===== config.mk =====
export PLATFORM = sky130hd
export DESIGN_NAME = fifo_read_packer
export DESIGN_NICKNAME = d
export VERILOG_FILES = /design/src/rtl/fifo_read_packer.sv
export SDC_FILE = /design/constraint.sdc
export NUM_CORES = 1
export LEC_CHECK = 0
export ABC_CLOCK_PERIOD_IN_PS = 2850
export CORE_AREA = 2 2 80 82
export DETAILED_ROUTE_END_ITERATION = 6
export DIE_AREA = 0 0 82 84
export PLACE_DENSITY = 0.82
export SYNTH_ARGS = -nofsm -noshare
export SYNTH_HDL_FRONTEND = slang
export SYNTH_SLANG_ARGS = --single-unit

===== constraint.sdc =====
create_clock -name clk -period 2.85 [get_ports clk]
set_input_delay 0.855 -clock clk [delete_from_list [all_inputs] [get_ports clk]]
set_output_delay 0.855 -clock clk [all_outputs]
set_load 0.02 [all_outputs]

===== src/rtl/fifo_read_packer.sv =====
// Read-side packer for the NPU data FIFO: pops PACK_COUNT words of DATA_WIDTH bits and
// presents them as one wide beat to the PE/MAC array over a valid/ready handshake.
module fifo_read_packer #(
  parameter  int unsigned DATA_WIDTH = 16,
  parameter  int unsigned PACK_COUNT = 4,
  localparam int unsigned CNT_W      = $clog2(PACK_COUNT) + 1
) (
  input  logic                             clk,
  input  logic                             reset_b,
  input  logic                             pack_en,
  input  logic                             pack_flush,
  input  logic                             fifo_empty,
  input  logic [DATA_WIDTH-1:0]            fifo_rdata,
  output logic                             fifo_rd_enb,
  output logic                             out_valid,
  input  logic                             out_ready,
  output logic [DATA_WIDTH*PACK_COUNT-1:0] out_data,
  output logic [CNT_W-1:0]                 word_cnt
);

  localparam int unsigned BEAT_W = DATA_WIDTH * PACK_COUNT;

  typedef enum logic {
    ST_FILL = 1'b0,
    ST_HOLD = 1'b1
  } state_e;

  state_e            state_q, state_d;
  logic [CNT_W-1:0]  issued_q, issued_d;
  logic [CNT_W-1:0]  word_cnt_q, word_cnt_d;
  logic              capture_pend_q, capture_pend_d;
  logic              out_valid_q, out_valid_d;
  logic [BEAT_W-1:0] out_data_q, out_data_d;
  logic              rd_en_c;

  // Pop request; gated by reset so nothing is requested while the block is held in reset.
  assign rd_en_c = reset_b && (state_q == ST_FILL) && pack_en && !fifo_empty && !pack_flush
                   && (issued_q < CNT_W'(PACK_COUNT));

  always_comb begin
    state_d        = state_q;
    issued_d       = issued_q;
    word_cnt_d     = word_cnt_q;
    capture_pend_d = rd_en_c;
    out_valid_d    = out_valid_q;
    out_data_d     = out_data_q;

    if (rd_en_c) begin
      issued_d = issued_q + CNT_W'(1);
    end

    if (pack_flush) begin
      // Flush drops the partial beat and any in-flight read; lanes keep their old contents.
      state_d        = ST_FILL;
      issued_d       = '0;
      word_cnt_d     = '0;
      capture_pend_d = 1'b0;
      out_valid_d    = 1'b0;
    end else begin
      unique case (state_q)
        ST_FILL: begin
          if (capture_pend_q) begin
            for (int i = 0; i < int'(PACK_COUNT); i++) begin
              if (word_cnt_q == CNT_W'(i)) begin
                out_data_d[i*DATA_WIDTH +: DATA_WIDTH] = fifo_rdata;
              end
            end
            word_cnt_d = word_cnt_q + CNT_W'(1);
            if (word_cnt_q == CNT_W'(PACK_COUNT - 1)) begin
              state_d     = ST_HOLD;
              out_valid_d = 1'b1;
            end
          end
        end
        ST_HOLD: begin
          if (out_valid_q && out_ready) begin
            state_d     = ST_FILL;
            issued_d    = '0;
            word_cnt_d  = '0;
            out_valid_d = 1'b0;
          end
        end
        default: begin
          state_d = ST_FILL;
        end
      endcase
    end
  end

  always_ff @(posedge clk or negedge reset_b) begin
    if (!reset_b) begin
      state_q        <= ST_FILL;
      issued_q       <= '0;
      word_cnt_q     <= '0;
      capture_pend_q <= 1'b0;
      out_valid_q    <= 1'b0;
      out_data_q     <= '0;
    end else begin
      state_q        <= state_d;
      issued_q       <= issued_d;
      word_cnt_q     <= word_cnt_d;
      capture_pend_q <= capture_pend_d;
      out_valid_q    <= out_valid_d;
      out_data_q     <= out_data_d;
    end
  end

  assign fifo_rd_enb = rd_en_c;
  assign out_valid   = out_valid_q;
  assign out_data    = out_data_q;
  assign word_cnt    = word_cnt_q;

  // Structural invariants between issue and capture counters.
  a_cnt_order: assert property (@(posedge clk) disable iff (!reset_b)
    word_cnt_q <= issued_q);
  a_cnt_gap: assert property (@(posedge clk) disable iff (!reset_b)
    issued_q <= word_cnt_q + CNT_W'(1));
  a_issued_max: assert property (@(posedge clk) disable iff (!reset_b)
    issued_q <= CNT_W'(PACK_COUNT));
  a_no_rd_in_hold: assert property (@(posedge clk) disable iff (!reset_b)
    (state_q == ST_HOLD) |-> !fifo_rd_enb);

endmodule

* After elaboration in Yosys (flattened, before gate mapping)
Cells that the tools add are included. W data, S select, Z words.
Storage, ports and cells: bits in registers 73, bits of input ports 22, output and inout port bits 69, word-level logic and storage cells 54
Cells by class: add/sub/neg operators 2, $lt $le $gt $ge 1, eq/ne operators 6, mux-type cells 19, bitwise operators 2, reductions and logical operators 15
Operators by type and width (number):
- $mux W3 | 7
- $reduce_and A4 Y1 | 4
- $mux W1 | 9
- $add A3 B1 Y3 const B | 2
- $eq A3 B2 Y1 const B | 2
- $logic_and A1 B1 Y1 | 6
- $ne A3 B2 Y1 const B | 2
- $pmux W3 S2 | 1
- $pmux W1 S2 | 2
- $eq A3 B1 Y1 const B | 1
- $logic_not A3 Y1 | 1
- $lt A3 B3 Y1 const B | 1
- $ne A3 B3 Y1 const B | 1
- $reduce_and A3 Y1 | 1
- $logic_not A1 Y1 | 2
- $not A1 Y1 | 2
- $reduce_and A2 Y1 | 1

* Longest topological paths before layout
Gate-level depths: netlist of the first run.
word-level depth 10, mapped depth 6, mapped depth without buffers 4

* Worst setup path before layout of the first run
Ideal clock, no wire load.
kind input to output, start point input port fifo_empty, end point output port fifo_rd_enb, arrival time 1581 ps, data required time 1995 ps, setup slack 414 ps, cell stages on the path 2, path buffers 0, cells stage by stage nor4b_1 and3b_1
On the way: word-level cells in the longest chain between the ends 4
RTL lines:
- start: declaration | line 12 | input logic fifo_empty,
- $logic_not A1 Y1 | line 37 | assign rd_en_c = reset_b && (state_q == ST_FILL) && pack_en && !fifo_empty && !pack_flush
- $logic_and A1 B1 Y1 (2 in a row) | line 37
- $logic_and A1 B1 Y1 | line 38 | && (issued_q < CNT_W'(PACK_COUNT));
- end: declaration | line 14 | output logic fifo_rd_enb,
No other way between the ends.

* Worst setup path after layout of the first run
Same ends and word-level chain as after synthesis.

==> results of run 1 <==
## state kept, by name, indices dropped and copies added (netlist names)
| register | count |
|---|---|
| out_valid | 1 |
| state_q | 1 |
| word_cnt | 3 |
| capture_pend_q | 1 |
| out_data | 64 |
| issued_q | 3 |
## layout by cell type (no fill, tap or decap), drive strengths merged, types with 2 or more instances in the layout
cell           Yosys  final
a31oi              2      2
and3b              2      2
buf                4     12
clkbuf             1     10
clkdlybuf4s50      0     87
clkinv             0      3
dfrtp             73     73
ha                 6      6
inv                4      4
mux2              65     65
nand2              5      5
nand3              5      5
nor4b              2      2
o31ai              2      2
## routing by layer
| layer | GRT usage [%] | wire (um) |
|---|---|---|
| met2 | 29.2 | 2980 |
| met5 | 0 | 0 |
| met1 | 24.7 | 2620 |
| met3 | 5.74 | 391 |
| met4 | 6.36 | 27 |
## critical path, delay by kind of cell
family / cells / cell delay (ns)
buffers and inverters: 2 / 0.59
AND/OR/NAND/NOR: 2 / 0.48
## cell families after synthesis
| family | share of synthesized area (%) |
|---|---|
| buffers and inverters | 2.34 |
| AO/OA/AOI/OAI | 1.69 |
| AND/OR/NAND/NOR | 4.59 |
| adder cells (fa/ha/maj) | 2.60 |
| multiplexers | 25.6 |
| flip-flops | 63.1 |
## power by group through the flow
| stage | sequential [W] | clock (W) | combinational [W] |
|---|---|---|---|
| floorplan | 0.00126 | 0 | 0.0000733 |
| global placement | 0.00116 | 0 | 0.000385 |
| detailed placement | 0.00117 | 0 | 0.000395 |
| CTS | 0.00115 | 0.000808 | 0.000396 |
| global route | 0.00116 | 0.000863 | 0.000420 |
| finish | 0.00115 | 0.000786 | 0.000392 |
## worst min path at each step
| stage | from | slack (ns) | cells after the start | endpoint |
|---|---|---|---|---|
| detailed placement | out_data[2] | 0.49 | 1 | out_data[2] |
| global placement | issued_q[0] | 0.47 | 1 | issued_q[0] |
| finish | out_data[4] | 0.50 | 1 | out_data[4] |
| CTS | out_data[4] | 0.51 | 1 | out_data[4] |
| floorplan | issued_q[0] | 0.46 | 1 | issued_q[0] |
| global route | out_data[42] | 0.51 | 1 | out_data[42] |
## metrics by stage
stage,setup slack [ns],std cells,TNS [ns]
6_report,0.0615,366,0
5_1_grt,0.0115,366,0
4_1_cts,0.0596,365,0
3_5_place_dp,-0.442,350,-0.442
3_3_place_gp,-0.441,350,-0.441
2_1_floorplan,0.414,179,0
## cell type report
class | instances | share of cell area, %
multi-input combinational | 97 | 24.5
clock buffer | 10 | 3.32
tap | 77 | 2.33
timing repair buffer | 100 | 24.0
inverter | 4 | 0.363
clock inverter | 5 | 1.36
sequential | 73 | 44.1
## timing repair
item	4_1_cts	5_1_grt
endpoints found under the setup margin	1	1
gates resized for setup	5	3
buffers inserted	0	1
gates cloned	0	0
pin swaps	0	2
==> tab_implementation.tex, run 1 <==
\begin{tabular}{lr}
\hline
Metric & Value \\
\hline
\multicolumn{2}{l}{\textbf{Layout}} \\
\quad Final core area utilization & 67.9\% \\
\quad Ratio of cells with drive above 1 in the final layout & roughly a third \\
\quad Area of combinational cells with multiple inputs & 0.00101 sq mm \\
\quad Count of inserted antenna diode cells & 0 \\
\quad Register cell area after layout & between 0.0015 and 0.002 sq mm \\
\quad Area added between synthesis and finish & 43.2\% \\
\quad Net count of the finished layout & roughly 310 \\
\quad Final instance area & 0.00414 sq mm \\
\quad Count of filler cells inserted in the layout & 433 \\
\multicolumn{2}{l}{\textbf{Placed design}} \\
\quad Number of input and output port buffers inserted & 90 \\
\quad Routability congestion estimate from global placement & 0.783 \\
\quad Total cell area at the placement stage & 0.00393 sq mm \\
\quad Post-DP HPWL & 4.23 mm \\
\multicolumn{2}{l}{\textbf{Global routing}} \\
\quad Wire length of the first global-routing pass & around 9.5 mm \\
\quad Aggregate global-route resource usage & 18.7\% \\
\quad Sum of overflow across all layers after global routing & 0 \\
\quad Via count of the first global-routing pass & 1907 \\
\quad Pin count of the biggest net entering global routing & 74 \\
\quad Antenna violations before repair & 0 \\
\multicolumn{2}{l}{\textbf{Pwr}} \\
\quad Net switching power figure & 0.000586 W \\
\quad IR drop worst, VDD & 0.000334 V \\
\quad Clock Power Share & 33.8\% \\
\quad P\_leak & 1.95 nW \\
\quad Combinational share of power & between 10\% and 20\% \\
\quad Relative contribution of sequential cells to total power & between 40\% and 50\% \\
\quad Switching power share of the total & approximately 25\% \\
\quad Power Dens Cells & 561 mW/mm\^{}2 \\
\quad Cell-internal power & 0.00174 W \\
\quad Pwr Total & approximately 0.0023 W \\
\multicolumn{2}{l}{\textbf{Clock network}} \\
\quad Buffer cell driving the clock tree root & sky130\_fd\_sc\_hd\_\_clkbuf\_8 \\
\quad Level count of the clock H-tree & 3 \\
\quad Number of buffers on the longest clock path & 2 \\
\quad Clock tree from TritonCTS & done \\
\quad Clock latency of the later-clocked register in the worst-skew pair & 0.33 ns \\
\quad TritonCTS Buffers & 9 \\
\quad Clock-pin slew on the worst setup and hold paths & 0.06 ns \\
\quad CTS Hold Buffers Added & 0 \\
\quad CTS sink cnt & 73 \\
\multicolumn{2}{l}{\textbf{Worst setup path}} \\
\quad CP Capture Point & fifo\_rd\_enb \\
\quad Data required time of the worst path & $\sim$2.0 ns \\
\quad Worst reg2reg setup slack & 1.06 ns \\
\quad Max stage delay cell, worst path & sky130\_fd\_sc\_hd\_\_clkdlybuf4s50\_1 \\
\quad Crit path cell chain & clkdlybuf4s50\_1, nor4b\_4, and3b\_1, buf\_4 \\
\quad Critical-path maximum fanout & 2 \\
\quad Critical path arrival & 1.93 ns \\
\quad Critical path start-end classification & in -> out \\
\quad CP startpoint kind & input pin \\
\quad Setup crit end kind & output port \\
\quad Startpoint of the most critical register-to-register path & word\_cnt[0] \\
\quad CP startpoint & fifo\_empty \\
\quad Slowest cell delay on critical path & 0.44 ns \\
\quad Worst reg-to-reg path cell count & 5 \\
\quad Worst reg2reg path endpoint & out\_data[49] \\
\multicolumn{2}{l}{\textbf{Synthesis}} \\
\quad Register area share after synthesis & 63.1\% \\
\quad Number of synthesized register bits & 73 \\
\quad Net count of the mapped netlist & 207 \\
\quad Top flip-flop cell by instance count after synthesis & sky130\_fd\_sc\_hd\_\_dfrtp\_1 \\
\quad Share of synthesized registers carrying an async set or reset & 100\% \\
\quad Synthesized instance count & 179 \\
\quad Top-area cell type share of the netlist area & 63.1\% \\
\quad Synth top cells by count & sky130\_fd\_sc\_hd\_\_dfrtp\_1, sky130\_fd\_sc\_hd\_\_mux2\_2, sky130\_fd\_sc\_hd\_\_ha\_1 \\
\quad Mean instance size in the synthesized netlist & 16.2 sq um \\
\quad Leading post-synthesis cells by cell area & sky130\_fd\_sc\_hd\_\_dfrtp\_1, sky130\_fd\_sc\_hd\_\_mux2\_2, sky130\_fd\_sc\_hd\_\_ha\_1, sky130\_fd\_sc\_hd\_\_buf\_6, sky130\_fd\_sc\_hd\_\_nand3\_1 \\
\quad Number of synthesized flops with an enable pin & 0 \\
\quad Synthesis warning total & 0 \\
\quad Most used standard cell by instance count after synthesis & sky130\_fd\_sc\_hd\_\_dfrtp\_1 \\
\quad Cell type with the highest aggregate area in the netlist & sky130\_fd\_sc\_hd\_\_dfrtp\_1 \\
\quad Unique cell type count in the Yosys netlist & 23 \\
\quad Post-Synthesis Cell Area & 0.00289 sq mm \\
\multicolumn{2}{l}{\textbf{Floorplan}} \\
\quad Die width & 82 um \\
\quad Number of ports placed on the die boundary & 91 \\
\quad Site Rows & 29 \\
\quad Overall die height & 84 um \\
\quad Initial core utilization & between 40\% and 50\% \\
\quad Total Die Area & 0.00689 sq mm \\
\quad Core region area & 0.00610 sq mm \\
\multicolumn{2}{l}{\textbf{Timing}} \\
\quad Setup repair after global routing missed its margin & false \\
\quad Highest achievable clock rate & 359 MHz \\
\quad Final setup vio count & 0 \\
\quad Normalized max-slew margin & 41.4\% \\
\quad Skew final & about 0.0066 ns \\
\quad Final cycle utilization of the critical path & between 90\% and 100\% \\
\quad Hold slack final & 0.504 ns \\
\quad Actual slew at the worst max-slew pin & 0.879 ns \\
\quad Post-layout min period & 2.79 ns \\
\quad Count of final hold-check violations & 0 \\
\quad Final Max Tran Viols & 0 \\
\multicolumn{2}{l}{\textbf{Status}} \\
\quad Result of the run & completed \\
\multicolumn{2}{l}{\textbf{Detailed routing}} \\
\quad DRC Markers & 0 \\
\quad Iteration-0 DRC Markers & 82 \\
\quad Vias & 1856 \\
\quad Drt total wl & $\sim$6.0 mm \\
\quad Antenna viol nets, final & 0 \\
\quad Average wire per cell in the routed design & 16.4 um \\
\quad Length of the first detailed-routing pass in iterations & 4 \\
\quad Drt via density & 5.07 \\
\multicolumn{2}{l}{\textbf{Flow run}} \\
\quad Maximum Capacitance Violations & 0 \\
\multicolumn{2}{l}{\textbf{Hold path}} \\
\quad Class of the worst hold path & reg -> reg \\
\hline
\end{tabular}
(Power assumes the default switching activity.)
==> run 2, diff against run 1 <==
Settings changed: ABC_AREA set to 1, CORE_AREA 2 2 80 82 to 2 2 81 83, DIE_AREA 0 0 82 84 to 0 0 83 85, HOLD_SLACK_MARGIN set to 0.03.
==> tab_implementation.tex, run 2 <==
\begin{tabular}{lr}
\hline
Metric & Value \\
\hline
\multicolumn{2}{l}{\textbf{Floorplan}} \\
\quad Total Die Area & 0.00706 sq mm (+2.4\%) \\
\quad Die width & 83 um (+1.2\%) \\
\quad Core region area & 0.00620 sq mm (+1.8\%) \\
\quad Initial core utilization & 48.1\% (+0.68 points) \\
\quad Site Rows & 29 (unchanged) \\
\quad Overall die height & 85 um (+1.2\%) \\
\quad Number of ports placed on the die boundary & 91 (unchanged) \\
\multicolumn{2}{l}{\textbf{Worst setup path}} \\
\quad Worst reg2reg setup slack & 1.18 ns (+0.12 ns) \\
\quad Critical-path maximum fanout & 2 (unchanged) \\
\quad Worst reg-to-reg path cell count & 6 (+1) \\
\quad Startpoint of the most critical register-to-register path & word\_cnt[1] \\
\quad Critical path arrival & 1.78 ns (-0.15 ns) \\
\quad Data required time of the worst path & 2.00 ns (about the same) \\
\quad Critical path start-end classification & in -> out \\
\quad CP startpoint kind & input pin \\
\quad Setup crit end kind & output port \\
\quad Worst reg2reg path endpoint & out\_data[49] \\
\multicolumn{2}{l}{\textbf{Placed design}} \\
\quad Routability congestion estimate from global placement & 0.789 (+0.75\%) \\
\quad Post-DP HPWL & 4.52 mm (+6.8\%) \\
\quad Total cell area at the placement stage & 0.00394 sq mm (+0.26\%) \\
\quad Number of input and output port buffers inserted & 90 (unchanged) \\
\multicolumn{2}{l}{\textbf{Clock network}} \\
\quad Clock-pin slew on the worst setup and hold paths & 0.07 ns (about the same) \\
\quad Level count of the clock H-tree & 3 (unchanged) \\
\quad CTS sink cnt & 73 (unchanged) \\
\quad Buffer cell driving the clock tree root & sky130\_fd\_sc\_hd\_\_clkbuf\_8 \\
\quad CTS Hold Buffers Added & 0 (unchanged) \\
\quad Number of buffers on the longest clock path & 2 (unchanged) \\
\quad Clock tree from TritonCTS & done \\
\quad TritonCTS Buffers & 9 (unchanged) \\
\quad Clock latency of the later-clocked register in the worst-skew pair & 0.34 ns (about the same) \\
\multicolumn{2}{l}{\textbf{Synthesis}} \\
\quad Post-Synthesis Cell Area & 0.00299 sq mm (+3.2\%) \\
\quad Synthesized instance count & 287 (+60\%) \\
\quad Synth top cells by count & sky130\_fd\_sc\_hd\_\_dfrtp\_1, sky130\_fd\_sc\_hd\_\_nand2\_1, sky130\_fd\_sc\_hd\_\_inv\_1 \\
\quad Cell type with the highest aggregate area in the netlist & sky130\_fd\_sc\_hd\_\_dfrtp\_1 \\
\quad Register area share after synthesis & 61.2\% (-2.0 points) \\
\quad Net count of the mapped netlist & 315 (+52\%) \\
\quad Number of synthesized flops with an enable pin & 0 (unchanged) \\
\quad Top flip-flop cell by instance count after synthesis & sky130\_fd\_sc\_hd\_\_dfrtp\_1 \\
\quad Leading post-synthesis cells by cell area & sky130\_fd\_sc\_hd\_\_dfrtp\_1, sky130\_fd\_sc\_hd\_\_nand2\_1, sky130\_fd\_sc\_hd\_\_o21ai\_2, sky130\_fd\_sc\_hd\_\_inv\_1, sky130\_fd\_sc\_hd\_\_o21ai\_1 \\
\quad Top-area cell type share of the netlist area & 61.2\% (-2.0 points) \\
\quad Mean instance size in the synthesized netlist & 10.4 sq um (-36\%) \\
\quad Number of synthesized register bits & 73 (unchanged) \\
\quad Synthesis warning total & 0 (unchanged) \\
\quad Unique cell type count in the Yosys netlist & 17 (-26\%) \\
\quad Share of synthesized registers carrying an async set or reset & 100\% (unchanged) \\
\multicolumn{2}{l}{\textbf{Status}} \\
\quad Result of the run & completed \\
\multicolumn{2}{l}{\textbf{Detailed routing}} \\
\quad Average wire per cell in the routed design & 14.2 um (-14\%) \\
\quad Vias & 2340 (+26\%) \\
\quad Drt via density & 5.01 (-1.2\%) \\
\quad Drt total wl & 6.62 mm (+10\%) \\
\quad DRC Markers & 0 (unchanged) \\
\quad Iteration-0 DRC Markers & 146 (+78\%) \\
\quad Length of the first detailed-routing pass in iterations & 4 (unchanged) \\
\quad Antenna viol nets, final & 0 (unchanged) \\
\multicolumn{2}{l}{\textbf{Pwr}} \\
\quad P\_leak & 1.97 nW (+0.60\%) \\
\quad Power Dens Cells & 586 mW/mm\^{}2 (+4.4\%) \\
\quad IR drop worst, VDD & 0.000355 V (+6.2\%) \\
\multicolumn{2}{l}{\textbf{Layout}} \\
\quad Count of inserted antenna diode cells & 0 (unchanged) \\
\quad Final instance area & 0.00417 sq mm (+0.73\%) \\
\quad Area added between synthesis and finish & 39.7\% \\
\quad Most frequent cells in the layout & sky130\_fd\_sc\_hd\_\_clkdlybuf4s50\_1, sky130\_fd\_sc\_hd\_\_nand2\_1, sky130\_fd\_sc\_hd\_\_dfrtp\_1 \\
\quad Ratio of cells with drive above 1 in the final layout & 14.9\% (-19 points) \\
\quad Most frequent standard cell in the layout excluding fill and tap cells & sky130\_fd\_sc\_hd\_\_clkdlybuf4s50\_1 \\
\quad Flip-flop count of the largest register after layout & 64 (unchanged) \\
\quad Net count of the finished layout & 414 (+32\%) \\
\multicolumn{2}{l}{\textbf{Global routing}} \\
\quad Pin count of the biggest net entering global routing & 75 (+1.4\%) \\
\quad Wire length of the first global-routing pass & 11.1 mm (+17\%) \\
\quad Via count of the first global-routing pass & 2351 (+23\%) \\
\quad Aggregate global-route resource usage & 19.8\% (+1.1 points) \\
\quad Antenna violations before repair & 0 (unchanged) \\
\quad Sum of overflow across all layers after global routing & 0 (unchanged) \\
\multicolumn{2}{l}{\textbf{Flow run}} \\
\quad Maximum Capacitance Violations & 0 (unchanged) \\
\multicolumn{2}{l}{\textbf{Timing}} \\
\quad Fin Setup TNS & 0 ns (unchanged) \\
\quad Skew final & 0.00980 ns (+0.00319 ns) \\
\quad Highest achievable clock rate & 379 MHz (+5.8\%) \\
\quad Count of final hold-check violations & 0 (unchanged) \\
\quad Post-layout min period & 2.64 ns (-0.153 ns) \\
\quad Final cycle utilization of the critical path & 92.5\% (-5.4 points) \\
\quad Normalized max-slew margin & 39.3\% (-2.1 points) \\
\quad Hold slack final & 0.485 ns (-0.0196 ns) \\
\quad Final setup vio count & 0 (unchanged) \\
\quad Final Max Tran Viols & 0 (unchanged) \\
\quad Setup repair after global routing missed its margin & false \\
\quad Actual slew at the worst max-slew pin & 0.911 ns (+0.0314 ns) \\
\multicolumn{2}{l}{\textbf{Hold path}} \\
\quad Worst hold path endpoint & out\_data[27] \\
\quad Class of the worst hold path & reg -> reg \\
\quad Origin of the worst min-delay path & out\_data[27] \\
\quad Number of cells on the worst hold path & 2 (+1) \\
\hline
\end{tabular}
[run 2: what timing repair did]
action	CTS	global route
resized for setup	1	2
setup buffers	0	0
endpoints found under the setup margin	1	1
hold endpoints to repair	0	0
[run 2: logic make-up (layout without fill, tap and decap cells)]
group | count (synthesis) | after routing | share of synthesized area [%]
AO/OA/AOI/OAI | 71 | 71 | 15.0
AND/OR/NAND/NOR | 92 | 92 | 13.1
adder cells (fa/ha/maj) | 6 | 6 | 2.51
buffers and inverters | 45 | 148 | 8.21
flip-flops | 73 | 73 | 61.2
[run 2: cell type report]
cell class | instances | area [sq um]
tap | 77 | 96.3
timing repair buffer | 100 | 968
multi-input combinational | 169 | 915
inverter | 33 | 124
clock buffer | 10 | 138
clock inverter | 5 | 104
fill | 488 | 2030
sequential | 73 | 1830
[run 2: worst max-delay path by stage]
stage | depth (start not counted) | slack (ns) | end | start
after floorplan | 3 | 0.70 | fifo_rd_enb | pack_flush
after global placement | 5 | -0.19 | fifo_rd_enb | pack_flush
after detailed placement | 5 | -0.22 | fifo_rd_enb | pack_flush
after CTS | 5 | 0.05 | fifo_rd_enb | pack_flush
after global routing | 5 | 0.11 | fifo_rd_enb | fifo_empty
final | 5 | 0.21 | fifo_rd_enb | pack_flush
[run 2: per-layer routing]
metal	vias up	part of all wire (%)	track usage (%)
li1	1118	-	-
met1	1130	42	24.9
met2	82	51	33.7
met3	10	5.3	4.38
met4	0	1.6	8.05
met5	-	0	0
[run 2: power by group]
group          total [W]  internal (W)  switching (W)
clock           0.000960      0.000601       0.000360
combinational   0.000353      0.000166       0.000187
sequential       0.00113       0.00110      0.0000364
[run 2: worst max-delay path, stage by stage]
cell	delay, ns
sky130_fd_sc_hd__clkdlybuf4s50_1	0.42
sky130_fd_sc_hd__nor2_1	0.13
sky130_fd_sc_hd__nand4_1	0.13
sky130_fd_sc_hd__inv_1	0.08
sky130_fd_sc_hd__clkbuf_2	0.17
[run 2: through the flow]
step | std cells | utilization [%] | setup WS, ns | power, W
floorplan | 287 | - | 0.705 | 0.00131
global placement | 452 | 63.4 | -0.193 | 0.00150
detailed placement | 452 | 63.4 | -0.223 | 0.00151
CTS | 467 | 67.3 | 0.0513 | 0.00247
global route | 467 | 67.2 | 0.107 | 0.00254
finish | 467 | 67.2 | 0.215 | 0.00245
==> run 3, diff against run 2 <==
Settings changed: SLEW_MARGIN set to 20.
==> results of run 3 <==
Final layout, timing and power as in run 2 (identical DEF).
